==> src/rtl/deserializer_rx.sv <==
// Serial-to-parallel receiver: LSB-first bits follow a one-cycle start sync, and each complete word is
// registered with a data_valid pulse. Optional saturating abort counter is enabled by DESER_ERRCNT_EN.
module deserializer_rx #(
  parameter int WIDTH = 8
) (
  input  logic             clk,
  input  logic             rst_n,
  input  logic             serial_in,
  input  logic             start,
  output logic [WIDTH-1:0] data_out,
  output logic             data_valid,
  output logic             frame_err,
  output logic [7:0]       err_count
);

  localparam int CNT_W = (WIDTH > 1) ? $clog2(WIDTH) : 1;
  localparam logic [CNT_W-1:0] LAST_BIT = CNT_W'(WIDTH - 1);

  // One-hot encoding so that a corrupted state register has illegal codes to recover from.
  typedef enum logic [1:0] {
    IDLE = 2'b01,
    RECV = 2'b10
  } state_e;

  state_e           state_q, state_d;
  logic [CNT_W-1:0] bit_cnt_q, bit_cnt_d;
  logic [WIDTH-1:0] shift_q, shift_d;
  logic [WIDTH-1:0] data_out_q, data_out_d;
  logic             data_valid_q, data_valid_d;
  logic             frame_err_q, frame_err_d;
  logic [WIDTH-1:0] word;

  always_ff @(posedge clk or negedge rst_n) begin
    if (!rst_n) begin
      state_q <= IDLE;
    end else begin
      state_q <= state_d;
    end
  end

  always_comb begin
    state_d = IDLE;
    case (state_q)
      IDLE: state_d = start ? RECV : IDLE;
      RECV: begin
        if (start) begin
          state_d = RECV;
        end else if (bit_cnt_q == LAST_BIT) begin
          state_d = IDLE;
        end else begin
          state_d = RECV;
        end
      end
      default: state_d = IDLE;
    endcase
  end

  always_comb begin
    bit_cnt_d    = bit_cnt_q;
    shift_d      = shift_q;
    data_out_d   = data_out_q;
    data_valid_d = 1'b0;
    frame_err_d  = 1'b0;
    word         = shift_q;
    word[bit_cnt_q] = serial_in;
    case (state_q)
      IDLE: begin
        if (start) begin
          bit_cnt_d = '0;
          shift_d   = '0;
        end
      end
      RECV: begin
        // A start inside a frame wins over the data bit, even on the final bit.
        if (start) begin
          frame_err_d = 1'b1;
          bit_cnt_d   = '0;
          shift_d     = '0;
        end else if (bit_cnt_q == LAST_BIT) begin
          data_out_d   = word;
          data_valid_d = 1'b1;
          bit_cnt_d    = '0;
          shift_d      = '0;
        end else begin
          shift_d   = word;
          bit_cnt_d = bit_cnt_q + 1'b1;
        end
      end
      default: begin
        bit_cnt_d = '0;
        shift_d   = '0;
      end
    endcase
  end

  always_ff @(posedge clk or negedge rst_n) begin
    if (!rst_n) begin
      bit_cnt_q    <= '0;
      shift_q      <= '0;
      data_out_q   <= '0;
      data_valid_q <= 1'b0;
      frame_err_q  <= 1'b0;
    end else begin
      bit_cnt_q    <= bit_cnt_d;
      shift_q      <= shift_d;
      data_out_q   <= data_out_d;
      data_valid_q <= data_valid_d;
      frame_err_q  <= frame_err_d;
    end
  end

  assign data_out   = data_out_q;
  assign data_valid = data_valid_q;
  assign frame_err  = frame_err_q;

`ifdef DESER_ERRCNT_EN
  logic [7:0] err_cnt_q;

  always_ff @(posedge clk or negedge rst_n) begin
    if (!rst_n) begin
      err_cnt_q <= 8'd0;
    end else if (frame_err_q && (err_cnt_q != 8'hFF)) begin
      err_cnt_q <= err_cnt_q + 8'd1;
    end
  end

  assign err_count = err_cnt_q;
`else
  assign err_count = 8'd0;
`endif

endmodule

==> config.mk <==
export PLATFORM = sky130hd
export DESIGN_NAME = deserializer_rx
export DESIGN_NICKNAME = d
export VERILOG_FILES = /design/src/rtl/deserializer_rx.sv
export SDC_FILE = /design/constraint.sdc
export NUM_CORES = 1
export LEC_CHECK = 0
export BUFFER_PORTS_ARGS = -buffer_cell sky130_fd_sc_hd__buf_2
export CORE_ASPECT_RATIO = 0.6
export CORE_MARGIN = 2
export CORE_UTILIZATION = 48
export DETAILED_ROUTE_END_ITERATION = 6
export PLACE_DENSITY_LB_ADDON = 0.25
export SKIP_CTS_REPAIR_TIMING = 1
export SLEW_MARGIN = 30
export SYNTH_ARGS = -nofsm -noshare
export SYNTH_HDL_FRONTEND = slang
export SYNTH_SLANG_ARGS = --single-unit
==> constraint.sdc <==
create_clock -name clk -period 1.8 [get_ports clk]
set_input_delay 0.27 -clock clk [delete_from_list [all_inputs] [get_ports clk]]
set_output_delay 0.27 -clock clk [all_outputs]
set_load 0.03 [all_outputs]
==> After elaboration in Yosys (flattened, before gate mapping) <==
Cells that the tools add are included.
{ "classes": {"n_lt_le_gt_ge": 2, "addsub": 1, "reduce_logical": 2, "eq_ne": 4, "mux": 20, "bitwise_logic": 1} }
{ "op_table": {"columns": ["operator", "n"], "rows": [
  ["two-way mux 8 bit", 3],
  ["case mux 8 bit (2 select lines)", 1],
  ["two-way mux 3 bit", 3],
  ["bitwise mux 8 bit", 1],
  ["two-way mux 1 bit", 6],
  ["two-way mux 2 bit", 3],
  ["case mux 3 bit (2 select lines)", 1],
  ["less-than comparator 3 x 4 -> 1 bit, second input constant", 1],
  ["case mux 2 bit (2 select lines)", 1],
  ["adder 3 x 1 -> 3 bit, second input constant", 1],
  ["demux 1 bit (select 3 bit)", 1],
  ["equality test 3 bit, second input constant", 1],
  ["greater-or-equal comparator 3 x 1 -> 1 bit, second input constant", 1],
  ["AND reduction 3 bit", 1],
  ["equality test 2 x 1 -> 1 bit, second input constant", 1],
  ["equality test 2 bit, second input constant", 1],
  ["!= test 2 bit, second input constant", 1],
  ["logical AND 1 bit", 1],
  ["NOT 1 bit", 1]
]} }
{ "word_totals": {"input_bits": 4, "reg_bits": 23, "out_inout_bits": 18} }

==> Depth between registers and ports, before layout <==
{ "logic_depth": {"word_depth": 8, "ltp_mapped": 6} }

==> Worst setup path after synthesis <==
Ideal clock, no wire load.
{ "synth_timing": {"path_kind": "register to register", "from": "reg bit_cnt_q[1]", "to": "reg shift_q[7]", "slack_ns": 0.129, "path_buffers": 0, "path_stages_with_launch": 6, "period_less_slack_ns": 1.671, "arrival_ns": 1.589, "required_ns": 1.718, "setup_ns": 0.082, "cell_sequence": "dfrtp_1 ha_1 ha_1 nor4b_4 nand2_4 o22ai_1"} }
{ "synth_between": {"elab_chain_cells": 8} }
{ "synth_lines": {"columns": ["item", "line", "rtl"], "rows": [
  ["start: declaration", "26", "logic [CNT_W-1:0] bit_cnt_q, bit_cnt_d;"],
  ["start signal: assignment", "104", "bit_cnt_q <= bit_cnt_d;"],
  ["less-than comparator 3 x 4 -> 1 bit (implied by the code) or greater-or-equal comparator 3 x 1 -> 1 bit (tied branches)", "65", "word[bit_cnt_q] = serial_in;"],
  ["logical AND 1 bit (implied by the code)", "65", null],
  ["two-way mux 1 bit (implied by the code)", "65", null],
  ["demux 1 bit (select 3 bit)", "65", null],
  ["bitwise mux 8 bit", "65", null],
  ["two-way mux 8 bit (*)", "79", "end else if (bit_cnt_q == LAST_BIT) begin"],
  ["two-way mux 8 bit (*)", "75", "if (start) begin"],
  ["case mux 8 bit (2 select lines) (*)", "66", "case (state_q)"],
  ["end signal: assignment", "105", "shift_q <= shift_d;"],
  ["end: declaration", "27", "logic [WIDTH-1:0] shift_q, shift_d;"]
]} }
Every way passes the cells marked *; elsewhere a longest branch is shown, timed or not.
A chain may end at the register's enable or synchronous reset.

==> Worst setup path in the final report <==
{ "layout_timing": {"from": "reg bit_cnt_q[0]", "to": "reg shift_q[3]"} }
The elaborated chain is that of the path after synthesis.

==> run summary <==
The post-synthesis cell type count came out at 28. In the global route stage, met2 resource usage came out at about a quarter. The worst-case clock buffer depth is 2. The leftover overflow at the end of global routing is 0. The number of inserted diodes is 0. For this block, the routed nets add up to roughly 2100 um of wire. After global routing, the most crowded layer is met1. In this run the tightest slew margin relative to its limit is roughly two thirds.

The initial antenna violation count is 0. The portion of the clock cycle consumed by the worst path in the final layout came out at 92.9%. Static timing analysis puts the maximum clock frequency at ~600 MHz.

The number of warnings reported in the yosys synthesis log came out at 0. After synthesis the cells add up to between 1000 and 1500 um^2. The run finished with clean final reports. The maximum fanout count along the critical path is 4.

The weighted congestion reported at the end of routability-driven placement came out at 0.824. After technology mapping, the gate count stands at 117. The number of global-route vias before repair came out at around 800. The floorplan row count is 13. The via count came out at roughly 860. For this design the ratio of total power to cell area is 870 nW/um^2. The post-synthesis area per instance came out at about 10 um^2. The capturing element type of the critical path is a flip-flop. Setup repair after global routing left no endpoint under its margin. After the last flow step, the layout net total stands at between 100 and 150. The clock skew is about 0.0050 ns. TritonCTS built the clock tree. For met3 alone, demand over resource in global routing was under 10%. The post-synthesis sequential area ratio came out at between 40% and 50%. The die is approximately 70 um wide. After clock tree synthesis, the clock-pin slew on the worst setup and hold paths is about 0.080 ns. The number of search-and-repair iterations in the first detailed-routing pass came out at 4. The detailed-route vias per instance came out at a little over 5.

The cell leakage power came out at 0.678 nW. Across the run, the number of max-cap violations was 0. The root buffer cell chosen for the clock tree is sky130_fd_sc_hd__clkbuf_8. The clock period could shrink to ~1.7 ns.

The starting utilization of the core area came out at between 50% and 60%. The total clock buffers created by CTS is 3. The wire length of the first global-routing pass is between 3000 and 4000 um.

The number of setup violations in the final report is 0. Clock tree synthesis found a total of 23 sinks. The signal arrival time at the worst endpoint came out at 1.85 ns. The quantity of I/O buffers inserted on ports is 13. The synthesized design contains 23 register bits.

The sum of net half-perimeters after detailed placement is 1530 um. The die is between 40 and 50 um tall. The kind of critical path is reg -> reg. The number of nets still failing antenna checks after routing came out at 0. The maximum number of pins on one net before global-route repair is 24. Global routing consumed, over all layers together, 17.1% of the routing resources. The classification of the worst-slack hold path is in -> reg.

The clock network latency to the later pin of the worst-skew pair is around 0.26 ns. The area growth from synthesis to layout is 13.7%. The H-tree level count came out at 1.

The maximum vdd ir drop is 0.512 mV. The final number of hold-violating endpoints came out at 0. The final worst hold slack came out at between 0.2 and 0.3 ns. In this run, the number of DRC markers left after iteration 0 of detailed routing was 50. The share of final-layout standard cells stronger than drive strength 1 is around 22%. In the global route stage, met1 resource usage came out at 25.3%. 22 I/O pins were placed.

The setup TNS after final layout came out at 0 ns. The floorplan step defined a core boundary enclosing roughly 2200 um^2. The post-detailed-route DRC marker count is 0. The startpoint kind of the worst setup timing path is a flip-flop.

The required time of the critical path is ~2.0 ns. The floorplan step defined a die boundary enclosing a little under 3000 um^2. The transition at the pin with the smallest max-transition slack is 0.508 ns.

The design draws around 1.2 mW. The count of final max-slew check failures came out at 0. The routed length per instance came out at 12.7 um.
==> per-stage QoR <==
stage                     instances  utilization [%]  cell area [um^2]  setup slack (ns)
after floorplan                 124                -              1210             0.129
after global placement          162             57.4              1290             0.170
after detailed placement        162             57.4              1290             0.125
after CTS                       166             59.4              1330             0.109
after global routing            167             60.0              1350           0.00869
final                           167             60.0              1350             0.127
==> cells in the final DEF (no fill, tap or decap), types with 4 or more instances in the layout <==
master / instances
sky130_fd_sc_hd__dfrtp_1: 22
sky130_fd_sc_hd__buf_2: 13
sky130_fd_sc_hd__inv_1: 11
sky130_fd_sc_hd__nand2_1: 11
sky130_fd_sc_hd__o21ai_0: 10
sky130_fd_sc_hd__a21oi_1: 10
sky130_fd_sc_hd__mux2i_1: 8
sky130_fd_sc_hd__conb_1: 8
sky130_fd_sc_hd__o22ai_1: 7
sky130_fd_sc_hd__buf_4: 7
sky130_fd_sc_hd__nand3b_1: 5
sky130_fd_sc_hd__ha_1: 4
==> path summary, 6_finish.rpt <==
path / slack [ns] / cells after the start / to / startpoint
setup / recovery: 0.13 / 4 / shift_q[3] / bit_cnt_q[0]
hold / removal: 0.29 / 2 / bit_cnt_q[2] / start
setup reg to reg: 0.13 / 4 / shift_q[3] / bit_cnt_q[0]
hold reg to reg: 0.48 / 2 / data_out[7] / data_out[7]
max in group asynchronous: 0.93 / 2 / state_q[0] / rst_n
min in group asynchronous: 0.51 / 2 / state_q[1] / rst_n
==> critical path: stages (launching register included) <==
cell and delay [ns]:
sky130_fd_sc_hd__dfrtp_1 0.39, sky130_fd_sc_hd__ha_1 0.20, sky130_fd_sc_hd__ha_1 0.24, sky130_fd_sc_hd__or4b_4 0.53
sky130_fd_sc_hd__o31ai_1 0.23
==> Yosys cell counts <==
cell | instances | share of area (%)
sky130_fd_sc_hd__conb_1 | 1 | 0.32
sky130_fd_sc_hd__mux2i_1 | 8 | 6.8
sky130_fd_sc_hd__a21oi_1 | 10 | 4.2
sky130_fd_sc_hd__or4b_1 | 1 | 0.84
sky130_fd_sc_hd__nand3_1 | 1 | 0.42
sky130_fd_sc_hd__o22ai_1 | 7 | 3.7
sky130_fd_sc_hd__nor4b_4 | 1 | 2.0
sky130_fd_sc_hd__or3b_2 | 3 | 2.2
sky130_fd_sc_hd__nand2b_1 | 1 | 0.53
sky130_fd_sc_hd__and2_1 | 1 | 0.53
sky130_fd_sc_hd__and3b_1 | 1 | 0.74
sky130_fd_sc_hd__or3_1 | 2 | 1.1
sky130_fd_sc_hd__buf_4 | 8 | 5.1
sky130_fd_sc_hd__clkbuf_2 | 1 | 0.42
sky130_fd_sc_hd__buf_2 | 1 | 0.42
sky130_fd_sc_hd__dfstp_2 | 1 | 2.2
sky130_fd_sc_hd__nor2b_1 | 1 | 0.53
sky130_fd_sc_hd__nand2_1 | 11 | 3.5
sky130_fd_sc_hd__nand3b_1 | 5 | 3.2
sky130_fd_sc_hd__o31ai_1 | 1 | 0.63
sky130_fd_sc_hd__nand2_4 | 1 | 0.95
sky130_fd_sc_hd__ha_1 | 4 | 4.2
sky130_fd_sc_hd__clkbuf_1 | 1 | 0.32
sky130_fd_sc_hd__buf_1 | 1 | 0.32
sky130_fd_sc_hd__o21ai_0 | 10 | 4.2
sky130_fd_sc_hd__a32oi_1 | 1 | 0.74
sky130_fd_sc_hd__inv_1 | 11 | 3.5
sky130_fd_sc_hd__dfrtp_1 | 22 | 46
==> registers in the layout, indices dropped and copies added (netlist names) <==
| name | flops |
|---|---|
| data_out | 8 |
| shift_q | 8 |
| bit_cnt_q | 3 |
| state_q | 2 |
| data_valid | 1 |
| frame_err | 1 |
==> power breakdown <==
part	internal [mW]	switching [mW]	total [mW]
clock	0.158	0.158	0.316
combinational	0.117	0.173	0.290
sequential	0.551	0.0152	0.566
total	0.825	0.347	1.17
==> routing by layer <==
metal	share of wire, %	vias up
met3	5.4	2
met2	44	25
met5	0	-
met4	0.33	0
met1	50	404
li1	-	430
==> area by class of cell <==
cell class,instances,area [um^2]
sequential,23,577
multi-input combinational,78,519
fill,190,897
inverter,11,41.3
clock buffer,4,45.0
tap,30,37.5
timing repair buffer,21,128
==> cell families after synthesis <==
logic type / synth area share, %
fa+ha+maj: 4.22
buf+inv: 10.0
compound gates: 13.5
flops: 48.7
mux: 6.76
simple gates: 16.5
other cells: 0.316
No activity file was read; power rests on OpenSTA's default activity.
